--- config.mk ---
export PLATFORM = sky130hd
export DESIGN_NAME = spi_burst_protocol
export DESIGN_NICKNAME = d
export VERILOG_FILES = /design/src/rtl/spi_burst_protocol_pkg.sv /design/src/rtl/spi_burst_protocol_addr_gen.sv /design/src/rtl/spi_burst_protocol.sv
export SDC_FILE = /design/constraint.sdc
export NUM_CORES = 1
export LEC_CHECK = 0
export CORE_AREA = 2 2 101 103
export DETAILED_ROUTE_END_ITERATION = 8
export DIE_AREA = 0 0 103 105
export DONT_BUFFER_PORTS = 1
export GPL_TIMING_DRIVEN = 0
export PLACE_DENSITY_LB_ADDON = 0.05
export SLEW_MARGIN = 20
export SYNTH_ARGS = -nofsm -noshare
export SYNTH_HDL_FRONTEND = slang
export SYNTH_SLANG_ARGS = --single-unit
--- constraint.sdc ---
create_clock -name clk -period 2.44 [get_ports clk]
set_clock_uncertainty 0.2 [all_clocks]
set_input_delay 0.366 -clock clk [delete_from_list [all_inputs] [get_ports clk]]
set_output_delay 0.366 -clock clk [all_outputs]
set_load 0.1 [all_outputs]
--- src/rtl/spi_burst_protocol_pkg.sv ---
// spi_burst_protocol_pkg: state encodings, default widths and command field offsets
package spi_burst_protocol_pkg;
   localparam int DATA_W_DEF = 32;
   localparam int ADDR_W_DEF = 8;
   localparam int LEN_W_DEF = 4;
   typedef enum logic [2:0] {IDLE, WR_WAIT, WR_BUS, RD_REQ, RD_WAIT, DONE} state_t;
   function automatic int rnw_bit(input int aw);
      return aw;
   endfunction
   function automatic int len_lsb(input int aw);
      return aw + 1;
   endfunction
   function automatic int len_msb(input int aw, input int lw);
      return aw + lw;
   endfunction
endpackage

--- src/rtl/spi_burst_protocol_addr_gen.sv ---
// spi_burst_addr_gen: burst address/count tracker; SPI_BURST_AUTOINC_EN enables per-word address increment
module spi_burst_addr_gen #(
   parameter int ADDR_W = 8,
   parameter int LEN_W = 4
) (
   input  logic              clk,
   input  logic              rst,
   input  logic              load,
   input  logic              step,
   input  logic [ADDR_W-1:0] load_addr,
   input  logic [LEN_W-1:0]  load_len,
   output logic [ADDR_W-1:0] address,
   output logic              last
);
   logic [LEN_W-1:0] count;
   assign last = count == '0;
   // load on command, step once per completed burst word; address wraps naturally
   always_ff @(posedge clk or negedge rst)
      if (!rst) begin
         address <= '0;
         count <= '0;
      end else if (load) begin
         address <= load_addr;
         count <= load_len;
      end else if (step) begin
         count <= count - 1'b1;
`ifdef SPI_BURST_AUTOINC_EN
         address <= address + 1'b1;
`else
         address <= address;
`endif
      end
endmodule

--- src/rtl/spi_burst_protocol.sv ---
// spi_burst_protocol: SPI command/burst engine to register bus (SPI_BURST_AUTOINC_EN: auto-increment address)
module spi_burst_protocol
   import spi_burst_protocol_pkg::*;
#(
   parameter int DATA_W = DATA_W_DEF,
   parameter int ADDR_W = ADDR_W_DEF,
   parameter int LEN_W = LEN_W_DEF
) (
   input  logic              clk,
   input  logic              rst,
   input  logic [DATA_W-1:0] data_fe_in,
   input  logic              word_strb,
   input  logic              frame_end,
   input  logic [DATA_W-1:0] data_in,
   input  logic              ready,
   output logic [DATA_W-1:0] data_fe_out,
   output logic [DATA_W-1:0] data_out,
   output logic [ADDR_W-1:0] address,
   output logic              we,
   output logic              re,
   output logic              busy,
   output logic              overrun
);
   localparam int RNW = rnw_bit(ADDR_W);
   localparam int LLSB = len_lsb(ADDR_W);
   localparam int LMSB = len_msb(ADDR_W, LEN_W);
   state_t state;
   logic abort, last, load, step;
   assign busy = state != IDLE;
   assign load = state == IDLE && word_strb && !frame_end;
   assign step = !frame_end && !last &&
                 ((state == WR_BUS && ready && !abort) || (state == RD_WAIT && word_strb));
   spi_burst_addr_gen #(.ADDR_W(ADDR_W), .LEN_W(LEN_W)) u_addr_gen (
      .clk(clk),
      .rst(rst),
      .load(load),
      .step(step),
      .load_addr(data_fe_in[ADDR_W-1:0]),
      .load_len(data_fe_in[LMSB:LLSB]),
      .address(address),
      .last(last)
   );
   // transaction FSM: frame_end dominates word_strb; pending bus requests finish before abort takes effect
   always_ff @(posedge clk or negedge rst)
      if (!rst) begin
         state <= IDLE;
         abort <= 1'b0;
         data_fe_out <= '0;
         data_out <= '0;
         we <= 1'b0;
         re <= 1'b0;
         overrun <= 1'b0;
      end else begin
         case (state)
            IDLE:
               if (frame_end) data_fe_out <= '0;
               else if (word_strb) begin
                  overrun <= 1'b0;
                  abort <= 1'b0;
                  re <= data_fe_in[RNW];
                  state <= data_fe_in[RNW] ? RD_REQ : WR_WAIT;
               end
            WR_WAIT:
               if (frame_end) begin
                  data_fe_out <= '0;
                  state <= IDLE;
               end else if (word_strb) begin
                  data_out <= data_fe_in;
                  we <= 1'b1;
                  state <= WR_BUS;
               end
            WR_BUS: begin
               if (word_strb && !frame_end) overrun <= 1'b1;
               if (ready) begin
                  we <= 1'b0;
                  data_fe_out <= '0;
                  state <= (abort || frame_end) ? IDLE : last ? DONE : WR_WAIT;
               end else if (frame_end) abort <= 1'b1;
            end
            RD_REQ: begin
               if (word_strb && !frame_end) overrun <= 1'b1;
               if (ready) begin
                  re <= 1'b0;
                  data_fe_out <= (abort || frame_end) ? '0 : data_in;
                  state <= (abort || frame_end) ? IDLE : RD_WAIT;
               end else if (frame_end) abort <= 1'b1;
            end
            RD_WAIT:
               if (frame_end) begin
                  data_fe_out <= '0;
                  state <= IDLE;
               end else if (word_strb) begin
                  if (last) data_fe_out <= '0;
                  re <= !last;
                  state <= last ? DONE : RD_REQ;
               end
            DONE: begin
               data_fe_out <= '0;
               if (frame_end) state <= IDLE;
            end
            default: state <= IDLE;
         endcase
      end
endmodule

After elaboration in Yosys (flattened, before gate mapping)
Cells that the tools add are included.

Bits of input ports: 69. Word-level logic and storage cells: 103. Register bits after elaboration: 83. Output and inout port bits: 76.

Muxes and demuxes: 41. Bitwise logic cells: 1. $add $sub $neg: 1. Reduce and logical (&&, ||, !) cells: 30. Eq/ne operators: 21.

Operator list (number): 32-bit two-way mux (7); 32-bit one-hot mux with 5 select lines (1); 3-bit two-way mux (13); 2-bit != test, second input constant (10); 3-bit one-hot mux with 6 select lines (1); 1-bit two-way mux (12); 6-bit AND reduction (2); 3-bit != test, second input constant (3); 1-bit logical AND (8); 4-bit two-way mux (2); 4-bit AND reduction (2); 7-bit AND reduction (1); 3-bit by 2-bit == test with 1-bit output, second input constant (2); 3-bit == test, second input constant (2); 2-bit by 1-bit != test with 1-bit output, second input constant (3); 1-bit one-hot mux with 2 select lines (3); 2-bit nonzero test (3); 3-bit nonzero test (2); 5-bit AND reduction (1); 5-bit nonzero test (1); 4-bit logical NOT (1); 2-bit OR reduction (2); 4-bit by 1-bit subtractor with 4-bit output, second input constant (1); 3-bit by 1-bit == test with 1-bit output, second input constant (1); 7 further kinds (10).

Longest topological paths before layout
Gate-level depths: netlist (run 1).

Depth after elaboration: 7. Mapped depth: 7. Gate-level depth less buffers: 7.

Cells and area by module
From an unflattened synthesis (run 1), not the netlist that was laid out.

Cells, all modules: 232. Area, all modules: 3443.3 um2.

By module, submodules not included: spi_burst_protocol (cells each 193, instances 1, seq. area each 1776.7 um2, area each 2912.8 um2); spi_burst_addr_gen (cells each 39, instances 1, seq. area each 300.3 um2, area each 530.5 um2).

Worst setup path after synthesis (run 1)
OpenSTA, ideal clock, no wires.

Path type: register to register. Start point: reg u_addr_gen.count[0]. End point: reg data_fe_out[0]. Clock period less this slack: 1904 ps. Path buffers: 1. Library setup time: 69 ps. Data required time: 2171 ps. Arrival: 1635 ps. Cell stages (with the launch flop): 8. Path slack: 536 ps. Cell sequence: dfrtp_1 -> inv_1 -> ha_1 -> nor3b_1 -> or4b_1 -> o21ai_2 -> buf_4 -> a22o_1.

Longest elaborated chain between the ends: 3.

Ends and longest elaborated chain: from (decl) (line spi_burst_protocol_addr_gen.sv:15) `logic [LEN_W-1:0] count;`; from (signal assigned) (line spi_burst_protocol_addr_gen.sv:24) `count <= load_len;`; from (signal assigned) (line spi_burst_protocol_addr_gen.sv:26) `count <= count - 1'b1;`; 4-bit logical NOT (line spi_burst_protocol_addr_gen.sv:16) `assign last = count == '0;`; 3-bit != test (no line); 6-bit AND reduction (no line); to (signal assigned) (line spi_burst_protocol.sv:84) `data_fe_out <= (abort || frame_end) ? '0 : data_in;`; to (decl) (line spi_burst_protocol.sv:16) `output logic [DATA_W-1:0] data_fe_out,`.

No other way between the ends. A chain may end at the register's enable or synchronous reset.

Worst setup path after layout (run 1)
Start point: reg u_addr_gen.count[1]. End point: reg data_fe_out[22].

Same word-level chain as after synthesis.

==> reports/metrics.yaml, run 1 <==
status: "finished with violations"
violations: "negative hold slack"
cts_made_buffers: 9
row_count: 36
grt_max_degree: 84
r2r_start: "u_addr_gen.count[1]"
htree_levels: 3
wl_per_cell_um: 16.98
critPathKind: "flop to flop"
vias: 2271
synth_area_leader_cell: "dfrtp_1"
setup_viol: 0
drc_errors: 0
final.min_clock_period_ns: 2.160
yosysWarnings: 0
cap_viol_max_count: 0
rrSetupSlack_ns: 0.28
drt.antenna.violating_nets: 0
fin_crit_sh_pct: 88.52
gp_routability_congestion: 0.8301
hp-class: "input port to asynchronous set/reset pin"
crit_arrival_ns: 2.23
avgSynthCellArea_um2: 13.69
die_h_um: 105
cts-root-buf: "clkbuf_8"
synthTopCellsByCount: "dfrtp_1 (83), mux2_2 (39), a22o_1 (33)"
ios: 145
drtPass1Iterations: 4
seqCellArea_mm2: 0.002077
timing.rr.end: "data_fe_out[22]"
multi_input_area_mm2: 0.001156
synthArstFlopShare_pct: 100.0
hold_buffers: 65
area_delta_synth_final_pct: 29.81
worstPathRequired_ns: 2.51
clk_latency_ns: 0.34
setup-tns-final_ns: 0
die_x_um: 103
synthFlopType: "dfrtp_1"
io_buffers: 0
rsz0062_at_grt: "false"
crit_fanout: 10
yosysTopAreaCellShare_pct: 62.17
grt_pass1_vias: 2383
yosysSeqAreaShare_pct: 62.17
finalHoldViolCount: 83
nets: 390
grt_pass1_wl_um: 12050
r2r_cells: 7
start_util_pct: 34.66
slew_viol_final: 0
start_kind: "flop"
grt_use_total_pct: 14.29
cts.sinks: 83
drtIter0Drc: 51
hpwl_um: 5034
cts.clk_slew.worst_paths_ns: 0.09
synth.most_common_cell: "dfrtp_1"
ys_types: 44
cp-end-kind: "flop"
worst-slew-pin-transition_ns: 0.9422
max_freq_mhz: 463.0
clock_path_buffers: 2
fillerInstances: 932
synth_edf_count: 0
synth_area_leaders: "dfrtp_1 (62%), mux2_2 (13%), a22o_1 (8.7%), a21oi_1 (1.5%), nor2_1 (1.0%)"
drive_above_1_share_pct: 20.92
antenna_found_initial: 0
cts_tree: "yes"
num_antenna_cells: 0
synth_area_mm2: 0.003341
die_area_mm2: 0.01082
syn_inst: 244
hold_ws_ns: -0.4895
slew_headroom_pct: 37.18
syn-num-nets: 314
overflow: 0
synth-seq-cells: 83
core_mm2: 0.009639
via_per_inst: 4.959
wl_um: 7778
==> registers in the layout, indices dropped and copies added, names as in the netlist <==
register / count
state: 3
u_addr_gen.count: 4
u_addr_gen.address: 8
re: 1
abort: 1
data_fe_out: 32
we: 1
data_out: 32
overrun: 1
==> worst max-delay path by stage <==
stage                             start               endpoint  slack [ns]
finish              u_addr_gen.count[1]        data_fe_out[22]        0.28
global route                   state[1]  u_addr_gen.address[3]        0.09
CTS                            state[1]                   busy        0.04
detailed placement                ready        data_fe_out[11]        0.26
global placement               state[1]  u_addr_gen.address[4]        0.26
floorplan           u_addr_gen.count[0]         data_fe_out[0]        0.54
==> worst max-delay path, cell delays in order, from the launching register on <==
cell	delay [ns]
dfrtp_1	0.38
inv_1	0.05
ha_1	0.20
nor3b_1	0.19
or4b_1	0.54
o21ai_2	0.15
buf_4	0.22
a22o_1	0.15
==> cells in the final DEF (no fill, tap or decap), types with 2 or more instances in the layout <==
cell type | netlist | routed
buf_4 | 3 | 3
o311ai_0 | 2 | 2
clkinvlp_4 | 0 | 3
a22o_1 | 33 | 33
inv_6 | 0 | 2
inv_1 | 6 | 6
dfrtp_1 | 83 | 83
nand2_1 | 8 | 7
clkbuf_1 | 8 | 9
dlygate4sd3_1 | 0 | 65
nor2_1 | 9 | 9
nand2b_1 | 2 | 2
o21ai_0 | 2 | 2
mux2_2 | 39 | 39
a21oi_1 | 10 | 10
buf_2 | 4 | 4
a211oi_1 | 2 | 2
a31oi_1 | 2 | 2
xnor2_1 | 2 | 2
nor3_2 | 2 | 2
clkbuf_8 | 0 | 9
==> metal layers <==
metal  wire length, um  track usage, %  share of wire (%)  vias up
met2              3626           22.59                 47      108
met4                89           5.075                1.1        0
met3               756           5.151                9.7        8
met1              3306           17.86                 43     1110
li1                  -               -                  -     1045
met5                 0               0                  0        -
==> area by class of cell <==
type	instances	share of cell area, %
multi-input cells	138	26.66
clock inverters	6	1.125
flip-flops and latches	83	47.89
inverters	7	0.6059
well taps	133	3.837
repair buffers	65	15.00
plain buffers	16	1.933
clock buffers	10	2.943
==> logic make-up (layout without fill, tap and decap cells) <==
family          count (synthesis)  count (layout)  synth area share (%)
buf+inv                        23             104                 3.296
fa+ha+maj                       1               1                0.3745
compound gates                 60              60                 13.97
mux                            41              41                 13.78
flops                          83              83                 62.17
simple gates                   34              34                 5.881
xor+xnor                        2               2                0.5244
==> what timing repair did <==
| item | in CTS | in global routing |
|---|---|---|
| gates resized for setup | 0 | 1 |
| endpoints found under the setup margin | 0 | 1 |
| endpoints found under the hold margin | 160 | 83 |
| buffers inserted | 0 | 0 |
==> through the flow <==
step                      std cells  cell area (um2)  setup WS [ns]  hold slack (ns)  utilization [%]
after global placement          377             3507         0.2553          -0.1278            36.38
after global routing            458             4337        0.09352          -0.5285            44.99
after floorplan                 244             3341         0.5357          -0.1296                -
after detailed placement        377             3507         0.2585          -0.1279            36.38
final                           458             4337         0.2801          -0.4895            44.99
after CTS                       458             4334        0.03715          -0.5213            44.96
Power of run 1 is not shown: default switching activity piles up to over one toggle a cycle in this logic, so the estimate is an artifact.
==> run 2, diff against run 1 <==
- clock period: 2.44 -> 2.75 ns (I/O delays scaled with it)
==> run 2 against run 1 <==
The run now ends clean. Critical path depth decreased by 4. Core utilization grew 0.052 points. Register-to-register slack improved by 0.31 ns. Global-route usage about the same. Hold slack improved by 0.51 ns. Non-clock buffer count shrank 1. Critical path type is now flop to primary output. Cell count fell by 0.22%. Cell area grew 0.12%. Worst setup slack better by 0.049 ns. Wire length is 0.62% higher. First-iteration DRC count decreased by 14%. Sequential share of layout area shrank 0.055 points.
==> reports/metrics.yaml, run 2 (synthesized netlist as in run 1, its figures left out) <==
crit_fanout: 9  # was 10
post-route-util_pct: 45.04  # was 44.99%
layout.cells.non_filler: 457  # was 458
post-cts-setup-buffers: 0  # unchanged
antenna_found_initial: 0  # unchanged
num_antenna_cells: 0  # unchanged
drtPass1Iterations: 4  # unchanged
setup-tns-final_ns: 0  # unchanged
crit_arrival_ns: 1.81  # was 2.23 ns
cts.sinks: 83  # unchanged
clk_latency_ns: 0.34  # about the same
die_x_um: 103  # unchanged
grt_pass1_vias: 2334  # was 2383
rsz0062_at_grt: "false"  # unchanged
overflow: 0  # unchanged
drtIter0Drc: 44  # was 51
worst-slew-pin-transition_ns: 0.9425  # was 0.9422 ns
die_area_mm2: 0.01082  # unchanged
grt_pass1_wl_um: 12010  # was 12050 um
status: "finished clean"  # was finished with violations
start_util_pct: 34.66  # unchanged
cts-root-buf: "clkbuf_8"  # unchanged
via_per_inst: 4.976  # was 4.959
drt.antenna.violating_nets: 0  # unchanged
die_h_um: 105  # unchanged
io_buffers: 0  # unchanged
drive_above_1_share_pct: 20.99  # was 20.92%
vias: 2274  # was 2271
nets: 389  # was 390
grt_max_degree: 84  # unchanged
max_freq_mhz: 413.1
core_mm2: 0.009639  # unchanged
numPlacedInstances: 377  # unchanged
cts_tree: "yes"  # unchanged
cts.clk_slew.worst_paths_ns: 0.08  # was 0.09 ns
area_delta_synth_final_pct: 29.96  # was 29.81%
hpwl_um: 5034  # unchanged
wl_per_cell_um: 17.12  # was 16.98 um
final.min_clock_period_ns: 2.421
clock_path_buffers: 2  # unchanged
htree_levels: 3  # unchanged
finalHoldViolCount: 0  # was 83
mostFrequentLayoutCells: "dfrtp_1 (83), dlygate4sd3_1 (63), mux2_2 (39)"  # was dfrtp_1 (83), dlygate4sd3_1 (65), mux2_2 (39)
layout_commonest_cell: "dfrtp_1"  # unchanged
row_count: 36  # unchanged
wl_um: 7826  # was 7778 um
worstPathRequired_ns: 2.14  # was 2.51 ns
start_kind: "flop"  # unchanged
gp_routability_congestion: 0.8301  # unchanged
slew_viol_final: 0  # unchanged
cts_made_buffers: 9  # unchanged
fin_crit_sh_pct: 88.04
drc_errors: 0  # unchanged
ios: 145  # unchanged
setup_viol: 0  # unchanged
cp-end-kind: "primary output"  # was flop
top_regs: "data_fe_out (32), data_out (32), u_addr_gen.address (8)"  # unchanged
cap_viol_max_count: 0  # unchanged
grt_use_total_pct: 14.28  # was 14.29%
hp-class: "input port to flop"  # was input port to asynchronous set/reset pin
critPathKind: "flop to primary output"  # was flop to flop
slew_headroom_pct: 37.17  # was 37.18%
run 2: changes by cell type in the layout (fill, tap and decap cells not counted), sizes merged:
cell | before | now
dlygate4sd3 | 65 | 63
buf | 8 | 9
run 2: per-layer routing:
layer  routed length [um]  share of wire [%]  GRT usage [%]
met1                 3377                 43          17.99
met3                  780                 10          5.418
met4                  104                1.3          5.075
met2                 3564                 46          22.22
met5                    0                  0              0
run 2: worst max-delay path, stage by stage (launching register included):
cell      delay, ns
dfrtp_1        0.34
clkbuf_1       0.28
nor2_1         0.13
nand2_1        0.71
run 2: repair_timing:
item / 4_1_cts / 5_1_grt
hold buffers: 59 / 5
gates resized for setup: 0 / 0
endpoints found under the hold margin: 147 / 5
run 2: worst paths after layout:
kind	from	end	slack, ns	cells past startpoint
setup / recovery	state[1]	busy	0.33	3
hold / removal	data_in[21]	data_fe_out[21]	0.02	1
setup reg to reg	u_addr_gen.count[1]	data_fe_out[8]	0.59	7
hold reg to reg	u_addr_gen.count[1]	u_addr_gen.count[1]	0.36	2
max in group asynchronous	rst	u_addr_gen.count[0]	1.52	2
min in group asynchronous	rst	state[0]	0.48	2
run 2: final cells by class:
| class | instances | area (um2) |
|---|---|---|
| sequential | 83 | 2077 |
| clock buffer | 10 | 127.6 |
| timing repair buffer | 64 | 658.1 |
| multi-input combinational | 138 | 1154 |
| fill | 929 | 5298 |
| tap | 133 | 166.4 |
| clock inverter | 6 | 48.80 |
| inverter | 7 | 26.28 |
| buffer | 16 | 83.83 |
run 2: metrics by stage:
| step | instance area [um2] | setup WS, ns | hold WS (ns) |
|---|---|---|---|
| after floorplan | 3341 | 0.8457 | -0.08309 |
| after global placement | 3507 | 0.5303 | -0.08128 |
| after detailed placement | 3507 | 0.5220 | -0.08140 |
| after CTS | 4292 | 0.3007 | 0.00009981 |
| after global routing | 4342 | 0.2127 | 0.001143 |
| final | 4342 | 0.3290 | 0.02199 |
Power of run 2 is left out for the same reason.
==> run 3, diff against run 2 <==
- CORE_AREA: 2 2 101 103 -> 2 2 85 87
- DIE_AREA: 0 0 103 105 -> 0 0 87 89
- REMOVE_ABC_BUFFERS: not set -> 1
==> run 3 against run 2 <==
Via count decreased by 9.0%. Sequential share of layout area increased by 6.9 points. Cell area down 13%. Critical path depth down 1. Fmax shrank 0.93%. Worst setup slack got worse by 0.023 ns. Critical path type unchanged. Flip-flop and latch count unchanged. Critical endpoint unchanged. Die area fell by 28%. Register-to-register slack lost 0.08 ns. Count of clock-buffer cells in the layout unchanged.
==> reports/metrics.yaml, run 3 (synthesized netlist as in run 1, its figures left out) <==
status: "finished clean"  # unchanged
fillerInstances: 543  # was 929
row_count: 30  # was 36
grt_pass1_vias: 2057  # was 2334
clock_path_buffers: 2  # unchanged
top_regs: "data_fe_out (32), data_out (32), u_addr_gen.address (8)"  # unchanged
start_util_pct: 49.72  # was 34.66%
final_area_mm2: 0.003792  # was 0.004342 mm2
antenna_found_initial: 0  # unchanged
drc_errors: 0  # unchanged
post-route-util_pct: 56.44  # was 45.04%
via_per_inst: 6.035  # was 4.976
cts.sinks: 83  # unchanged
grt_max_degree: 84  # unchanged
grt_pass1_wl_um: 10310  # was 12010 um
setup_viol: 0  # unchanged
finalHoldViolCount: 0  # unchanged
crit_arrival_ns: 1.83  # was 1.81 ns
grt_use_total_pct: 17.54  # was 14.28%
htree_levels: 3  # unchanged
die_x_um: 87  # was 103 um
cap_viol_max_count: 0  # unchanged
gp_routability_congestion: 0.8327  # was 0.8301
final.min_clock_period_ns: 2.444  # was 2.421 ns
start_kind: "flop"  # unchanged
hpwl_um: 4718  # was 5034 um
clk_latency_ns: 0.34  # about the same
numPlacedInstances: 311  # was 377
wl_per_cell_um: 20.32  # was 17.12 um
crit_fanout: 18  # was 9
vias: 2070  # was 2274
drtPass1Iterations: 4  # unchanged
cts_made_buffers: 9  # unchanged
placed_area_mm2: 0.003397  # was 0.003507 mm2
cts-root-buf: "clkbuf_8"  # unchanged
wl_um: 6969  # was 7826 um
cts_tree: "yes"  # unchanged
worst-slew-pin-transition_ns: 0.9313  # was 0.9425 ns
slew_headroom_pct: 37.91  # was 37.17%
drive_above_1_share_pct: 24.33  # was 20.99%
max_freq_mhz: 409.2  # was 413.1 MHz
cts.clk_slew.worst_paths_ns: 0.09  # was 0.08 ns
ios: 145  # unchanged
hp-class: "input port to flop"  # unchanged
die_h_um: 89  # was 105 um
overflow: 0  # unchanged
core_mm2: 0.006719  # was 0.009639 mm2
rsz0062_at_grt: "false"  # unchanged
drt.antenna.violating_nets: 0  # unchanged
critPathKind: "flop to primary output"  # unchanged
io_buffers: 0  # unchanged
layout.cells.non_filler: 343  # was 457
area_delta_synth_final_pct: 13.52  # was 29.96%
die_area_mm2: 0.007743  # was 0.01082 mm2
drtIter0Drc: 113  # was 44
slew_viol_final: 0  # unchanged
worstPathRequired_ns: 2.14  # about the same
cp-end-kind: "primary output"  # unchanged
mostFrequentLayoutCells: "dfrtp_1 (83), mux2_2 (39), a22o_1 (33)"  # was dfrtp_1 (83), dlygate4sd3_1 (63), mux2_2 (39)
layout_commonest_cell: "dfrtp_1"  # unchanged
fin_crit_sh_pct: 88.86  # was 88.04%
nets: 328  # was 389
hold_ws_ns: 0.01121  # was 0.02199 ns
num_antenna_cells: 0  # unchanged
## run 3: changes by cell type in the layout (fill, tap and decap cells not counted), sizes merged
cell,previous run,this run
buf,9,4
bufinv,0,1
clkbuf,18,10
clkinv,1,3
clkinvlp,3,1
dlygate4sd3,63,15
inv,9,8
## run 3: area by class of cell
| cell class | instances | area (um2) | share of cell area (%) |
|---|---|---|---|
| clock buffers | 10 | 137.6 | 3.629 |
| clock inverters | 6 | 72.57 | 1.914 |
| inverters | 7 | 26.28 | 0.6928 |
| multi-input cells | 138 | 1167 | 30.78 |
| flip-flops and latches | 83 | 2077 | 54.77 |
| well taps | 80 | 100.1 | 2.639 |
| repair buffers | 19 | 211.5 | 5.576 |
## run 3: routing by layer
layer	vias to the layer above	share of wire [%]	global-route usage [%]
li1	921	-	-
met4	0	2.0	7.955
met1	1019	38	19.55
met5	-	0	0
met3	16	11	6.648
met2	114	49	29.98
## run 3: what timing repair did
item	in CTS	in global routing
hold buffers	8	8
buffers inserted	0	0
gates resized for setup	0	0
endpoints found under the hold margin	89	8
## run 3: through the flow
stage,TNS (ns),setup slack (ns)
after floorplan,0,0.2958
after global placement,-7.279,-0.2247
after detailed placement,0,0.3809
after CTS,0,0.2896
after global routing,0,0.2030
final,0,0.3063
## run 3: critical path, stage by stage, from the launching register on
cell and delay, ns:
dfrtp_1 0.65, nor2_1 0.14, nand2_1 0.70
## run 3: path summary, 6_finish.rpt
kind,startpoint,end,slack [ns],depth (start not counted)
min,data_in[11],data_fe_out[11],0.01,1
max reg2reg,u_addr_gen.count[0],data_fe_out[9],0.51,6
min reg2reg,u_addr_gen.count[1],u_addr_gen.count[1],0.34,2
max,state[1],busy,0.31,2
max in group asynchronous,rst,u_addr_gen.count[2],1.60,2
min in group asynchronous,rst,data_fe_out[11],0.42,2
Power of run 3 is left out for the same reason.
